File: src/rtl/rv32i_types.sv
// Shared RV32I control/register encodings and the EX->MEM buffer entry layout.
// Imported by the memory-stage FIFO and its mask generator.
package rv32i_types;

  typedef enum logic [6:0] {
    op_lui   = 7'b0110111,
    op_auipc = 7'b0010111,
    op_jal   = 7'b1101111,
    op_jalr  = 7'b1100111,
    op_br    = 7'b1100011,
    op_load  = 7'b0000011,
    op_store = 7'b0100011,
    op_imm   = 7'b0010011,
    op_reg   = 7'b0110011,
    op_csr   = 7'b1110011
  } rv32i_opcode;

  typedef enum logic [2:0] {
    lb  = 3'b000,
    lh  = 3'b001,
    lw  = 3'b010,
    lbu = 3'b100,
    lhu = 3'b101
  } load_funct3_t;

  typedef enum logic [2:0] {
    sb = 3'b000,
    sh = 3'b001,
    sw = 3'b010
  } store_funct3_t;

  typedef enum logic [2:0] {
    beq  = 3'b000,
    bne  = 3'b001,
    blt  = 3'b100,
    bge  = 3'b101,
    bltu = 3'b110,
    bgeu = 3'b111
  } branch_funct3_t;

  // Opcode is kept as raw bits so undefined encodings can travel down the pipe and trap.
  typedef struct packed {
    logic [6:0] opcode;
    logic [2:0] funct3;
    logic [6:0] funct7;
    logic       mem_read;
    logic       mem_write;
    logic       load_regfile;
  } rv32i_control_word;

  typedef struct packed {
    logic [4:0] rs1;
    logic [4:0] rs2;
    logic [4:0] rd;
  } rv32i_reg_word;

  typedef struct packed {
    logic [31:0]       pc;
    rv32i_control_word ctrl;
    rv32i_reg_word     regs;
    logic              br_en;
    logic [31:0]       alu_res;
    logic [31:0]       wdata;
    logic [3:0]        wmask;
    logic [3:0]        rmask;
    logic              trap;
  } mem_stage_entry_t;

endpackage

File: src/rtl/mem_mask_gen.sv
// Byte-lane masks and trap detection for an instruction entering the memory stage.
// Purely combinational; evaluated once per enqueue and stored with the entry.
module mem_mask_gen
  import rv32i_types::*;
#(
  parameter int MISALIGN_TRAP = 1
) (
  input  logic [6:0] opcode,
  input  logic [2:0] funct3,
  input  logic [1:0] addr_lsb,
  output logic [3:0] wmask,
  output logic [3:0] rmask,
  output logic       trap
);

  logic [3:0] wmask_raw;
  logic [3:0] rmask_raw;
  logic       bad_op;
  logic       misaligned;

  always_comb begin
    wmask_raw  = 4'b0000;
    rmask_raw  = 4'b0000;
    bad_op     = 1'b0;
    misaligned = 1'b0;
    case (opcode)
      op_lui, op_auipc, op_jal, op_jalr, op_imm, op_reg, op_csr: ;
      op_br: begin
        case (funct3)
          beq, bne, blt, bge, bltu, bgeu: ;
          default: bad_op = 1'b1;
        endcase
      end
      op_load: begin
        case (funct3)
          lw: begin
            rmask_raw  = 4'b1111;
            misaligned = (addr_lsb != 2'b00);
          end
          lh, lhu: begin
            rmask_raw  = 4'b0011 << addr_lsb;
            misaligned = addr_lsb[0];
          end
          lb, lbu: rmask_raw = 4'b0001 << addr_lsb;
          default: bad_op = 1'b1;
        endcase
      end
      op_store: begin
        case (funct3)
          sw: begin
            wmask_raw  = 4'b1111;
            misaligned = (addr_lsb != 2'b00);
          end
          sh: begin
            wmask_raw  = 4'b0011 << addr_lsb;
            misaligned = addr_lsb[0];
          end
          sb: wmask_raw = 4'b0001 << addr_lsb;
          default: bad_op = 1'b1;
        endcase
      end
      default: bad_op = 1'b1;
    endcase
  end

  // A trapping access must never touch memory, so its lanes are suppressed.
  assign trap  = bad_op | ((MISALIGN_TRAP != 0) & misaligned);
  assign wmask = trap ? 4'b0000 : wmask_raw;
  assign rmask = trap ? 4'b0000 : rmask_raw;

endmodule

File: src/rtl/mem_stage_fifo.sv
// Small circular buffer between EX and MEM; masks and trap are resolved at enqueue
// so the MEM side sees registered, ready-to-use byte lanes.
module mem_stage_fifo
  import rv32i_types::*;
#(
  parameter int DEPTH         = 2,
  parameter int MISALIGN_TRAP = 1
) (
  input  logic                       clk,
  input  logic                       rst,
  input  logic                       flush,
  input  logic                       in_valid,
  output logic                       in_ready,
  input  logic [31:0]                in_pc,
  input  rv32i_control_word          in_ctrl,
  input  rv32i_reg_word              in_regs,
  input  logic                       in_br_en,
  input  logic [31:0]                in_alu_res,
  input  logic [31:0]                in_wdata,
  output logic                       out_valid,
  input  logic                       out_ready,
  output logic [31:0]                out_pc,
  output rv32i_control_word          out_ctrl,
  output rv32i_reg_word              out_regs,
  output logic                       out_br_en,
  output logic [31:0]                out_alu_res,
  output logic [31:0]                out_wdata,
  output logic [31:0]                out_addr_aligned,
  output logic [1:0]                 out_shift,
  output logic [3:0]                 out_wmask,
  output logic [3:0]                 out_rmask,
  output logic                       out_trap,
  output logic [$clog2(DEPTH+1)-1:0] count
);

  localparam int PTR_W = (DEPTH > 1) ? $clog2(DEPTH) : 1;
  localparam int CNT_W = $clog2(DEPTH + 1);

  mem_stage_entry_t mem_q [DEPTH];
  mem_stage_entry_t mem_d [DEPTH];
  logic [PTR_W-1:0] wr_ptr_q, wr_ptr_d;
  logic [PTR_W-1:0] rd_ptr_q, rd_ptr_d;
  logic [CNT_W-1:0] count_q, count_d;

  mem_stage_entry_t new_entry;
  mem_stage_entry_t head_entry;
  logic [3:0]       gen_wmask;
  logic [3:0]       gen_rmask;
  logic             gen_trap;
  logic             enq;
  logic             deq;

  // Explicit wrap keeps non-power-of-two depths from walking past the last slot.
  function automatic logic [PTR_W-1:0] ptr_inc(input logic [PTR_W-1:0] ptr);
    return (ptr == PTR_W'(DEPTH - 1)) ? '0 : ptr + 1'b1;
  endfunction

  mem_mask_gen #(
    .MISALIGN_TRAP(MISALIGN_TRAP)
  ) u_mask_gen (
    .opcode  (in_ctrl.opcode),
    .funct3  (in_ctrl.funct3),
    .addr_lsb(in_alu_res[1:0]),
    .wmask   (gen_wmask),
    .rmask   (gen_rmask),
    .trap    (gen_trap)
  );

  always_comb begin
    new_entry         = '0;
    new_entry.pc      = in_pc;
    new_entry.ctrl    = in_ctrl;
    new_entry.regs    = in_regs;
    new_entry.br_en   = in_br_en;
    new_entry.alu_res = in_alu_res;
    new_entry.wdata   = in_wdata;
    new_entry.wmask   = gen_wmask;
    new_entry.rmask   = gen_rmask;
    new_entry.trap    = gen_trap;
  end

  assign out_valid = (count_q != '0);
  assign in_ready  = (count_q < CNT_W'(DEPTH)) | out_ready;
  assign enq       = in_valid & in_ready & ~flush;
  assign deq       = out_valid & out_ready & ~flush;
  assign count     = count_q;

  always_comb begin
    mem_d    = mem_q;
    wr_ptr_d = wr_ptr_q;
    rd_ptr_d = rd_ptr_q;
    count_d  = count_q;
    if (flush) begin
      wr_ptr_d = '0;
      rd_ptr_d = '0;
      count_d  = '0;
    end else begin
      if (enq) begin
        mem_d[wr_ptr_q] = new_entry;
        wr_ptr_d        = ptr_inc(wr_ptr_q);
      end
      if (deq) begin
        rd_ptr_d = ptr_inc(rd_ptr_q);
      end
      if (enq && !deq) begin
        count_d = count_q + 1'b1;
      end else if (!enq && deq) begin
        count_d = count_q - 1'b1;
      end
    end
  end

  always_ff @(posedge clk or posedge rst) begin
    if (rst) begin
      for (int i = 0; i < DEPTH; i++) begin
        mem_q[i] <= '0;
      end
      wr_ptr_q <= '0;
      rd_ptr_q <= '0;
      count_q  <= '0;
    end else begin
      mem_q    <= mem_d;
      wr_ptr_q <= wr_ptr_d;
      rd_ptr_q <= rd_ptr_d;
      count_q  <= count_d;
    end
  end

  // Stale slot contents are hidden while empty so MEM never sees leftover data.
  always_comb begin
    head_entry = '0;
    if (out_valid) begin
      head_entry = mem_q[rd_ptr_q];
    end
  end

  assign out_pc           = head_entry.pc;
  assign out_ctrl         = head_entry.ctrl;
  assign out_regs         = head_entry.regs;
  assign out_br_en        = head_entry.br_en;
  assign out_alu_res      = head_entry.alu_res;
  assign out_wdata        = head_entry.wdata;
  assign out_addr_aligned = {head_entry.alu_res[31:2], 2'b00};
  assign out_shift        = head_entry.alu_res[1:0];
  assign out_wmask        = head_entry.wmask;
  assign out_rmask        = head_entry.rmask;
  assign out_trap         = head_entry.trap;

endmodule

File: config.mk
export PLATFORM = sky130hd
export DESIGN_NAME = mem_stage_fifo
export DESIGN_NICKNAME = d
export VERILOG_FILES = /design/src/rtl/rv32i_types.sv /design/src/rtl/mem_mask_gen.sv /design/src/rtl/mem_stage_fifo.sv
export SDC_FILE = /design/constraint.sdc
export NUM_CORES = 1
export LEC_CHECK = 0
export CAP_MARGIN = 25
export CORE_MARGIN = 4
export CORE_UTILIZATION = 54
export CTS_CLUSTER_DIAMETER = 120
export DETAILED_ROUTE_END_ITERATION = 12
export GPL_ROUTABILITY_DRIVEN = 1
export GPL_TIMING_DRIVEN = 0
export PLACE_DENSITY = 0.86
export SYNTH_ARGS = -nofsm -noshare
export SYNTH_HDL_FRONTEND = slang
export SYNTH_SLANG_ARGS = --single-unit
File: constraint.sdc
create_clock -name clk -period 22 [get_ports clk]
set_input_delay 5.5 -clock clk [delete_from_list [all_inputs] [get_ports clk]]
set_output_delay 5.5 -clock clk [all_outputs]
set_load 0.02 [all_outputs]
==> impl_metrics.csv, run 1 <==
group,metric,value,unit
setup_path,slowest_delay,0.64,ns
die,coreArea,24400,um2
synth,async_reset_ff_share,100,%
synth,syn-cell-area,13400,um2
clock_tree,cts_tree,"yes",
setup_path,cp-end-kind,"output port",
die,chipWidth,166,um
layout,nNetsFinal,2082,
timing,period_share,56.4,%
clock_tree,cts_resized,0,
clock_tree,holdBufCountCts,0,
pwr,ir_drop,63.0,uV
synth,yosysMostFrequentCell,"nand2_1",
setup_path,worstSetupPathType,"in -> out",
routing,wl_per_cell,17.6,um
timing,fmax,80.6,MHz
placed_design,gp_congestion,0.852,
die,initial_core_util,55.0,%
die,ioPinCount,316,
clock_tree,insertion_delay,0.54,ns
timing,hold_violations,0,
routing,dr.pass1.iters,5,
synth,syn_inst,1599,
clock_tree,cts-htree-levels,1,
synth,synth_top_flop_cell,"dfrtp_1",
global_routing,antenna_found_initial,1,
global_routing,grt_pass1_vias,12100,
routing,route.detailed.drc,0,
synth,yosys.area.top_type_share,53.4,%
global_routing,track_usage,28.3,%
timing,setup_violations,0,
placed_design,dp_hpwl,28.8,mm
routing,dr.first_iter.drc_count,872,
synth,synth_common_cells,"nand2_1, dfrtp_1, nor2_1",
layout,final_core_util,73.1,%
synth,ys_ff_latch,286,
timing,skew,0.0153,ns
clock_tree,cts_buffer_depth,3,
setup_path,path_max_fanout,6,
clock_tree,cts_buffers,29,
synth,yosysUniqueCellTypes,40,
layout,area_growth,32.9,%
die,fp.dieH,166,um
setup_path,critPathRequiredTime,16.50,ns
setup_path,critical_path_buf_inv_count,2,
synth,seq_area_frac_synth,53.4,%
timing,period_needed,12.41,ns
pwr,p_total,1570,uW
synth,syn_avg_cell_area,8.39,um2
synth,synth_edf_count,0,
setup_path,path_delay_family,"buffers and inverters",
setup_path,cpMostUsedCell,"clkdlybuf4s50_1",
timing,relSlewSlack,39.1,%
global_routing,overflow,0,
timing,tightestPinTransition,0.914,ns
pwr,power.leakage,0.00864,uW
placed_design,numPortBuffers,308,
synth,ys.warnings.count,0,
synth,synth_top_area_cell,"dfrtp_1",
clock_tree,cts_root_buf,"clkbuf_16",
global_routing,grt_pass1_wl,63.8,mm
routing,routed_wl,40.1,mm
die,rows,57,
routing,postRouteAntennaNets,0,
setup_path,cp-start-kind,"input port",
outcome,outcome,"completed",
timing,whs,0.470,ns
timing,tns,0,ns
clock_tree,path_clk_slew,0.05,ns
timing,rsz0062_at_grt,"no",
die,die-area,27400,um2
timing,final_max_slew_viol_count,0,
flow_run,max_cap_viol_count,0,
clock_tree,cts.sink_count,286,
worst_hold_path,hp-class,"reg -> reg",
setup_path,cp_slowest_cell,"clkdlybuf4s50_1",
clock_tree,cts_setup_buffers,0,
global_routing,grt_start_max_net_pins,135,
pwr,power_density,88.3,nW/um2
synth,synth.top_cells.by_area,"dfrtp_1, nand2_1, mux2i_1, nor2_1, buf_4",
setup_path,crit_chain,"clkdlybuf4s50_1, nand2b_2, clkdlybuf4s50_1",
routing,drt-vias-per-instance,5.26,
layout,drive_above_1_share,7.00,%
routing,vias,12000,
setup_path,arrival,6.91,ns
-- flip-flops by register name (all words and copies together) (netlist names) --
signal	flops
mem_q	282
count	2
rd_ptr_q	1
wr_ptr_q	1
-- layer usage --
layer	track usage, %	share of wire (%)	vias up
met5	0	0	-
li1	-	-	5624
met3	6.96	8.6	72
met4	7.96	2.6	0
met1	35.9	40	5753
met2	48.6	49	552
-- path summary, 6_finish.rpt --
path,start,endpoint,slack (ns),depth (start not counted)
max in group asynchronous,rst,mem_q[197]$_DFFE_PP0P_,15.65,3
min in group asynchronous,rst,mem_q[5]$_DFFE_PP0P_,5.37,2
min,mem_q[111]$_DFFE_PP0P_,mem_q[111]$_DFFE_PP0P_,0.47,2
max reg2reg,count[1]$_DFFE_PP0P_,mem_q[178]$_DFFE_PP0P_,19.99,7
max,out_ready,in_ready,9.59,3
min reg2reg,mem_q[111]$_DFFE_PP0P_,mem_q[111]$_DFFE_PP0P_,0.47,2
-- tightest hold or removal path, delay by kind of cell, from the launching register on --
kind	cells	cell delay, ns
flops	1	0.34
simple gates	2	0.10
-- layout make-up --
type                       count  area (um2)
sequential                   286        7160
fill                        1814        6570
multi-input combinational   1176        5520
timing repair buffer         310        3140
clock buffer                  46         850
buffer                       131         717
tap                          324         405
inverter                       7        33.8
clock inverter                 1        5.00
antenna                        1        2.50
-- metrics by stage --
stage / cell area (um2) / instances / setup WS, ns
floorplan: 13400 / 1600 / 8.61
finish: 17800 / 2282 / 9.59
CTS: 17800 / 2281 / 9.61
global route: 17800 / 2282 / 9.54
global placement: 16900 / 2232 / 5.47
detailed placement: 17000 / 2234 / 9.61
-- cells by family (layout without fill, tap and decap cells) --
group	count (synthesis)	count (layout)	synth area share (%)
xor+xnor	2	2	0.131
buf+inv	138	495	5.54
simple gates	982	982	28.1
compound gates	44	44	1.92
mux	142	142	10.6
flops	286	286	53.4
other cells	1	3	0.0280
fa+ha+maj	4	4	0.373
-- placed cells by master, fill, tap and decap left out, types with 4 or more instances in the layout --
cell type and instances:
a21oi_1 10, buf_2 48, buf_4 44, clkbuf_1 49
clkbuf_16 29, clkbuf_8 6, clkdlybuf4s50_1 308, dfrtp_1 286
ha_1 4, inv_1 6, mux2i_1 142, nand2_1 801
nand3_1 5, nor2_1 159, o21ai_0 17, o21ai_1 5
-- report_power, final --
group	switching (uW)	leakage [uW]	internal, uW
clock network	191	0.000417	260
logic	228	0.00463	178
registers	67.0	0.00360	650
total	486	0.00864	1090
Power figures use the tool's default switching activity.
==> run 2, diff against run 1 <==
- CORE_UTILIZATION: 54 -> 50
- PLACE_DENSITY: 0.86 -> 0.8
- clock period: 22 -> 11.9 ns (I/O delays scaled with it)
==> run 2 against run 1 <==
Net effect: combinational power is 84% higher; via count is 0.81% lower; clock power is 110% higher; sequential power is 84% higher; core utilization is 4.4 points lower; non-clock buffer count stayed put; critical path depth stayed put; design area is 0.93% higher; register-to-register slack worse by 10 ns; clock skew is 0.0058 ns lower; worst setup slack worse by 5.1 ns.
==> impl_metrics.csv, run 2 (synthesis results as in run 1) <==
group,metric,value,unit
outcome,outcome,"completed",
clock_tree,cts_buffer_depth,3,
layout,nNetsFinal,2083,
routing,dr.pass1.iters,6,
layout,final_area,18000,um2
clock_tree,cts.sink_count,286,
routing,vias,11900,
global_routing,grt_pass1_wl,61.8,mm
setup_path,cpMostUsedCell,"clkdlybuf4s50_1",
timing,final_max_slew_viol_count,0,
setup_path,cp_slowest_cell,"clkdlybuf4s50_1",
global_routing,grt_pass1_vias,11900,
setup_path,reg2regPathDepth,7,
placed_design,place_inst,2245,
die,coreArea,26200,um2
placed_design,dp_hpwl,28.5,mm
routing,postRouteAntennaNets,0,
setup_path,slowest_delay,0.67,ns
worst_hold_path,hold_start,"mem_q[251]$_DFFE_PP0P_",
setup_path,path_max_fanout,6,
clock_tree,cts_root_buf,"clkbuf_16",
timing,rsz0062_at_grt,"no",
layout,largest_reg_flops,282,
worst_hold_path,min_path_cells,2,
global_routing,track_usage,26.2,%
setup_path,critPathRequiredTime,8.93,ns
global_routing,overflow,0,
timing,relSlewSlack,47.8,%
global_routing,antenna_found_initial,1,
flow_run,max_cap_viol_count,0,
layout,drive_above_1_share,7.69,%
setup_path,r2r_setup_slack,9.87,ns
die,die-area,29500,um2
clock_tree,insertion_delay,0.54,ns
layout,max_flop_register,"mem_q",
layout,final_common_cell,"nand2_1",
timing,tightestPinTransition,0.783,ns
die,rows,59,
setup_path,cp-start-kind,"input port",
timing,period_needed,7.37,ns
setup_path,cp-end-kind,"output port",
timing,whs,0.472,ns
die,chipWidth,172,um
timing,hold_violations,0,
setup_path,crit_chain,"clkdlybuf4s50_1, nand2b_2, clkdlybuf4s50_1",
placed_design,gp_congestion,0.890,
timing,tns,0,ns
clock_tree,cts_buffers,30,
timing,setup_violations,0,
setup_path,critical_path_buf_inv_count,2,
worst_hold_path,holdPathEnd,"mem_q[251]$_DFFE_PP0P_",
global_routing,grt_start_max_net_pins,113,
timing,skew,0.00949,ns
pwr,power_density,167,nW/um2
layout,area_growth,34.1,%
pwr,ir_drop,113,uV
routing,route.detailed.drc,0,
routing,wl_per_cell,17.1,um
setup_path,r2r-end,"mem_q[188]$_DFFE_PP0P_",
setup_path,path_delay_family,"buffers and inverters",
routing,dr.first_iter.drc_count,926,
setup_path,arrival,4.40,ns
clock_tree,cts_setup_buffers,0,
clock_tree,holdBufCountCts,0,
worst_hold_path,hp-class,"reg -> reg",
setup_path,r2r_start,"count[1]$_DFFE_PP0P_",
die,initial_core_util,51.2,%
timing,fmax,136,MHz
die,ioPinCount,316,
setup_path,worstSetupPathType,"in -> out",
die,fp.dieH,172,um
placed_design,numPortBuffers,308,
layout,layout_common_cells,"nand2_1, clkdlybuf4s50_1, dfrtp_1",
clock_tree,cts_resized,0,
clock_tree,cts_tree,"yes",
pwr,p_total,3000,uW
routing,routed_wl,39.3,mm
placed_design,dpl_cell_area,17000,um2
clock_tree,path_clk_slew,0.06,ns
routing,drt-vias-per-instance,5.18,
timing,period_share,61.9,%
pwr,power.leakage,0.00873,uW
clock_tree,cts-htree-levels,1,
layout,layout.cells.non_filler,2300,
## run 2: through the flow
stage	util [%]	setup WS, ns
finish	68.7	4.53
global route	68.7	4.48
detailed placement	64.8	4.52
floorplan	-	1.03
CTS	68.6	4.52
global placement	64.6	-2.28
## run 2: power by group
group          switching, uW  internal (uW)  total (uW)
Clock                    375            562         937
Combinational            417            329         747
Sequential               119           1200        1320
Total                    912           2090        3000
## run 2: worst max path at each step
stage / startpoint / to / slack, ns / cells after the start
after detailed placement: out_ready / in_ready / 4.52 / 3
after floorplan: rst / count[0]$_DFFE_PP0P_ / 1.03 / 1
final: out_ready / in_ready / 4.53 / 3
after CTS: out_ready / in_ready / 4.52 / 3
after global placement: rst / mem_q[202]$_DFFE_PP0P_ / -2.28 / 2
after global routing: out_ready / in_ready / 4.48 / 3
## run 2: cell type report
class | count | area, um2
antenna | 1 | 2.50
buffer | 131 | 717
clock buffer | 46 | 942
clock inverter | 8 | 65.1
fill | 2075 | 8220
inverter | 7 | 33.8
multi-input combinational | 1176 | 5520
sequential | 286 | 7160
tap | 335 | 419
timing repair buffer | 310 | 3140
## run 2: routing by layer
metal  GRT usage (%)  wire [um]  vias up  part of all wire (%)
met3            6.89       3490       77                   8.9
li1                -          -     5641                     -
met2            43.7      18400      459                    47
met5               0          0        -                     0
met1            33.9      16100     5727                    41
met4            8.27       1320        0                   3.4
## run 2: worst min-delay path: stages (launching register included)
cell and delay (ns):
dfrtp_1 0.33, nand2_1 0.05, nand2_1 0.06
==> edit 1: new RTL, settings of run 1 <==
Set the parameter `DEPTH` to 4 (it was 2).
--- a/src/rtl/mem_stage_fifo.sv
+++ b/src/rtl/mem_stage_fifo.sv
@@ -3,7 +3,7 @@
 module mem_stage_fifo
   import rv32i_types::*;
 #(
-  parameter int DEPTH         = 2,
+  parameter int DEPTH         = 4,
   parameter int MISALIGN_TRAP = 1
 ) (
   input  logic                       clk,
Ports: changed (resized count); port bits go from 316 to 317. No check against the original RTL was run, so the function may have changed too.
==> edit 1 against run 1 <==
Hold slack better by 0.011 ns. Worst setup slack worse by 0.23 ns. Sequential share of layout area up 4.6 points. Routed wire length up 59%. Sequential cell count up 285. Clock power up 100%. Final area up 79%. Combinational power rose to 4.3 times the old value. Total power rose to 2.7 times the old value. Synthesized cell count up 6.2%. Synthesized area up 95%. Critical endpoint unchanged. Largest power group is now combinational logic. Highest routed layer is now met5.
==> edit 1: results (changes against run 1) <==
.. list-table::
   :header-rows: 1

   * - Metric
     - Value
   * - Met2 layer wire length in the routed design
     - 32200 microns (was 19700 microns)
   * - Worst Max-Slew Pin Slew
     - 1.07 ns (was 0.914 ns)
   * - Fraction of final layout cells with drive strength greater than 1
     - 42.3% (was 7.00%)
   * - Drt pass-1 iters
     - 4 (was 5)
   * - Pin count of the biggest net entering global routing
     - 141 (was 135)
   * - Clock insertion delay at the later pin of the skew report
     - 0.60 ns (was 0.54 ns)
   * - Worst path arrival time
     - 7.14 ns (was 6.91 ns)
   * - Post-synthesis compound-gate area fraction
     - 1.29% (was 1.92%)
   * - Detail-routed via count per cell
     - 5.82 (was 5.26)
   * - Dominant cells by area after synthesis
     - dfrtp_1, mux2_2, mux4_2 (was dfrtp_1, nand2_1, mux2i_1)
   * - Share of the core filled with cells
     - 66.7% (was 73.1%)
   * - Number of levels the H-tree was split into
     - 2 (was 1)
   * - Wire length of the first global-routing pass
     - 101000 microns (was 63800 microns)
   * - Largest clock skew in the final design
     - 0.00857 ns (was 0.0153 ns)
   * - Run status
     - finished clean (unchanged)
   * - Avg Synthesized Cell Area
     - 15.4 sq um (was 8.39 sq um)
   * - Global placer's final weighted congestion
     - 0.816 (was 0.852)
   * - Adder-cell area share of the yosys netlist
     - 0.506% (was 0.373%)
   * - Synth Area in XOR/XNOR
     - 0% (was 0.131%)
   * - Routed length on met3
     - 3080 microns (was 3450 microns)
   * - Proportion of synthesized chip area in sequential cells
     - 54.6% (was 53.4%)
   * - Dpl hpwl
     - 44500 microns (was 28800 microns)
   * - LEAKAGE
     - 13.9 nW (was 8.64 nW)
   * - # port buffers
     - 312 (was 308)
   * - GR Util met2
     - 42.2% (was 48.6%)
   * - Total placed instance area
     - 30200 sq um (was 17000 sq um)
edit 1: path summary, 6_finish.rpt:
path	end	startpoint	slack, ns	cells after the start
setup / recovery	in_ready	out_ready	9.36	4
hold / removal	mem_q[323]	mem_q[323]	0.48	2
setup reg to reg	count[1]	count[2]	19.14	10
hold reg to reg	mem_q[323]	mem_q[323]	0.48	2
max in group asynchronous	mem_q[219]	rst	15.01	4
min in group asynchronous	mem_q[321]	rst	5.37	2
edit 1: final cells by class:
class / instances / area share (%)
diodes: 2 / 0.0157
plain buffers: 156 / 2.58
clock buffers: 82 / 5.14
clock inverters: 13 / 0.220
inverters: 9 / 0.129
multi-input cells: 963 / 34.6
flip-flops and latches: 571 / 44.8
well taps: 615 / 2.41
repair buffers: 316 / 10.1
edit 1: power breakdown:
part	total, W	internal [W]	switching, W
combinational	0.00175	0.000981	0.000764
sequential	0.00164	0.00145	0.000194
clock	0.000903	0.000511	0.000391
==> edit 2: new RTL, config.mk and constraints of run 1 <==
Made on the original files. Remove the case item `lb, lbu` of the case on `funct3`.
--- a/src/rtl/mem_mask_gen.sv
+++ b/src/rtl/mem_mask_gen.sv
@@ -41,7 +41,6 @@
             rmask_raw  = 4'b0011 << addr_lsb;
             misaligned = addr_lsb[0];
           end
-          lb, lbu: rmask_raw = 4'b0001 << addr_lsb;
           default: bad_op = 1'b1;
         endcase
       end
Check against the original RTL: not equivalent (Yosys sat finds a counterexample within 4 cycles, from zero or initial values and one cycle with rst high).
==> edit 2 against run 1 <==
Non-clock buffer count decreased by 14. Via count decreased by 12%. Critical endpoint unchanged. Sequential cell count unchanged. Register-to-register slack got worse by 0.05 ns. Final area increased by 1.2%. Clock power increased by 16%. Synthesized area about the same. Routed wire length decreased by 10%. Worst setup slack improved by 0.012 ns. Total power increased by 6.2%. Die area about the same.
==> edit 2: results (changes against run 1) <==
.. list-table::
   :header-rows: 1

   * - Metric
     - Value
   * - Fillers
     - 1743 (was 1814)
   * - Met2 layer wire length in the routed design
     - 17800 microns (was 19700 microns)
   * - Layout buffering overhead excluding clock cells
     - 21.4% (was 21.6%)
   * - Total Nets Final
     - 1788 (was 2082)
   * - Total placed instance area
     - 17000 sq um (about the same)
   * - Critical hold path startpoint
     - mem_q[114] (was mem_q[111])
   * - Post-synthesis compound-gate area fraction
     - 2.76% (was 1.92%)
   * - Number of standard cells in the layout, taps in and fillers out
     - 1996 (was 2282)
   * - # port buffers
     - 312 (was 308)
   * - RR Endpoint
     - mem_q[65] (was mem_q[178])
   * - Worst path arrival time
     - 6.89 ns (was 6.91 ns)
   * - Count of non-CTS buffers in the layout
     - 427 (was 441)
   * - Run status
     - finished clean (unchanged)
   * - Routed length on met3
     - 2320 microns (was 3450 microns)
   * - LEAKAGE
     - 8.03 nW (was 8.64 nW)
   * - Synth Area in XOR/XNOR
     - 0.131% (about the same)
   * - Worst Max-Slew Pin Slew
     - 0.924 ns (was 0.914 ns)
   * - Dpl hpwl
     - 25500 microns (was 28800 microns)
   * - Adder-cell area share of the yosys netlist
     - 0.373% (about the same)
   * - Power consumed by the clock network
     - 0.000521 W (was 0.000451 W)
   * - Internal reg-to-reg setup slack
     - 19.94 ns (was 19.99 ns)
   * - Fraction of final layout cells with drive strength greater than 1
     - 16.6% (was 7.00%)
   * - Maximum ir drop on the vdd rail
     - 0.0731 mV (was 0.0630 mV)
   * - Detail-routed via count per cell
     - 5.31 (was 5.26)
   * - Proportion of synthesized chip area in sequential cells
     - 53.3% (was 53.4%)
   * - Power Density
     - 92.7 nW/um^2 (was 88.3 nW/um^2)
   * - Met1 Routed Length
     - 15000 microns (was 15900 microns)
   * - Routed wire length
     - 36100 microns (was 40100 microns)
   * - Largest clock skew in the final design
     - 0.0141 ns (was 0.0153 ns)
   * - Most frequent cells after synthesis
     - nand2_1, dfrtp_1, nor2_1, mux2i_1, mux2_2 (was nand2_1, dfrtp_1, nor2_1, mux2i_1, buf_2)
   * - Dominant cells by area after synthesis
     - dfrtp_1, nand2_1, mux2_2 (was dfrtp_1, nand2_1, mux2i_1)
   * - Maximum fanout count along the critical path
     - 5 (was 6)
## edit 2: cell count changes in the layout (fill, tap and decap cells not counted), moves of 6 or more
cell | before | now
o2bb2ai_1 | 0 | 8
nand2_1 | 801 | 397
clkinv_2 | 1 | 7
clkbuf_1 | 49 | 35
nor2_1 | 159 | 147
mux2_2 | 0 | 132
buf_2 | 48 | 31
## edit 2: worst max path at each step
stage / start / endpoint / slack [ns] / depth (start not counted)
floorplan: rst / count[0] / 8.61 / 1
global placement: rst / mem_q[259] / 5.37 / 2
detailed placement: out_ready / in_ready / 9.61 / 3
CTS: out_ready / in_ready / 9.60 / 3
global route: out_ready / in_ready / 9.58 / 3
finish: out_ready / in_ready / 9.61 / 3
## edit 2: routing by layer
layer	GRT usage, %	vias up
met4	7.28	0
met5	0	-
met3	5.20	68
met1	33.6	5258
met2	43.8	371
li1	-	4910
## edit 2: critical path: stages
cell,delay (ns)
clkdlybuf4s50_1,0.53
nand2b_1,0.23
clkdlybuf4s50_1,0.64
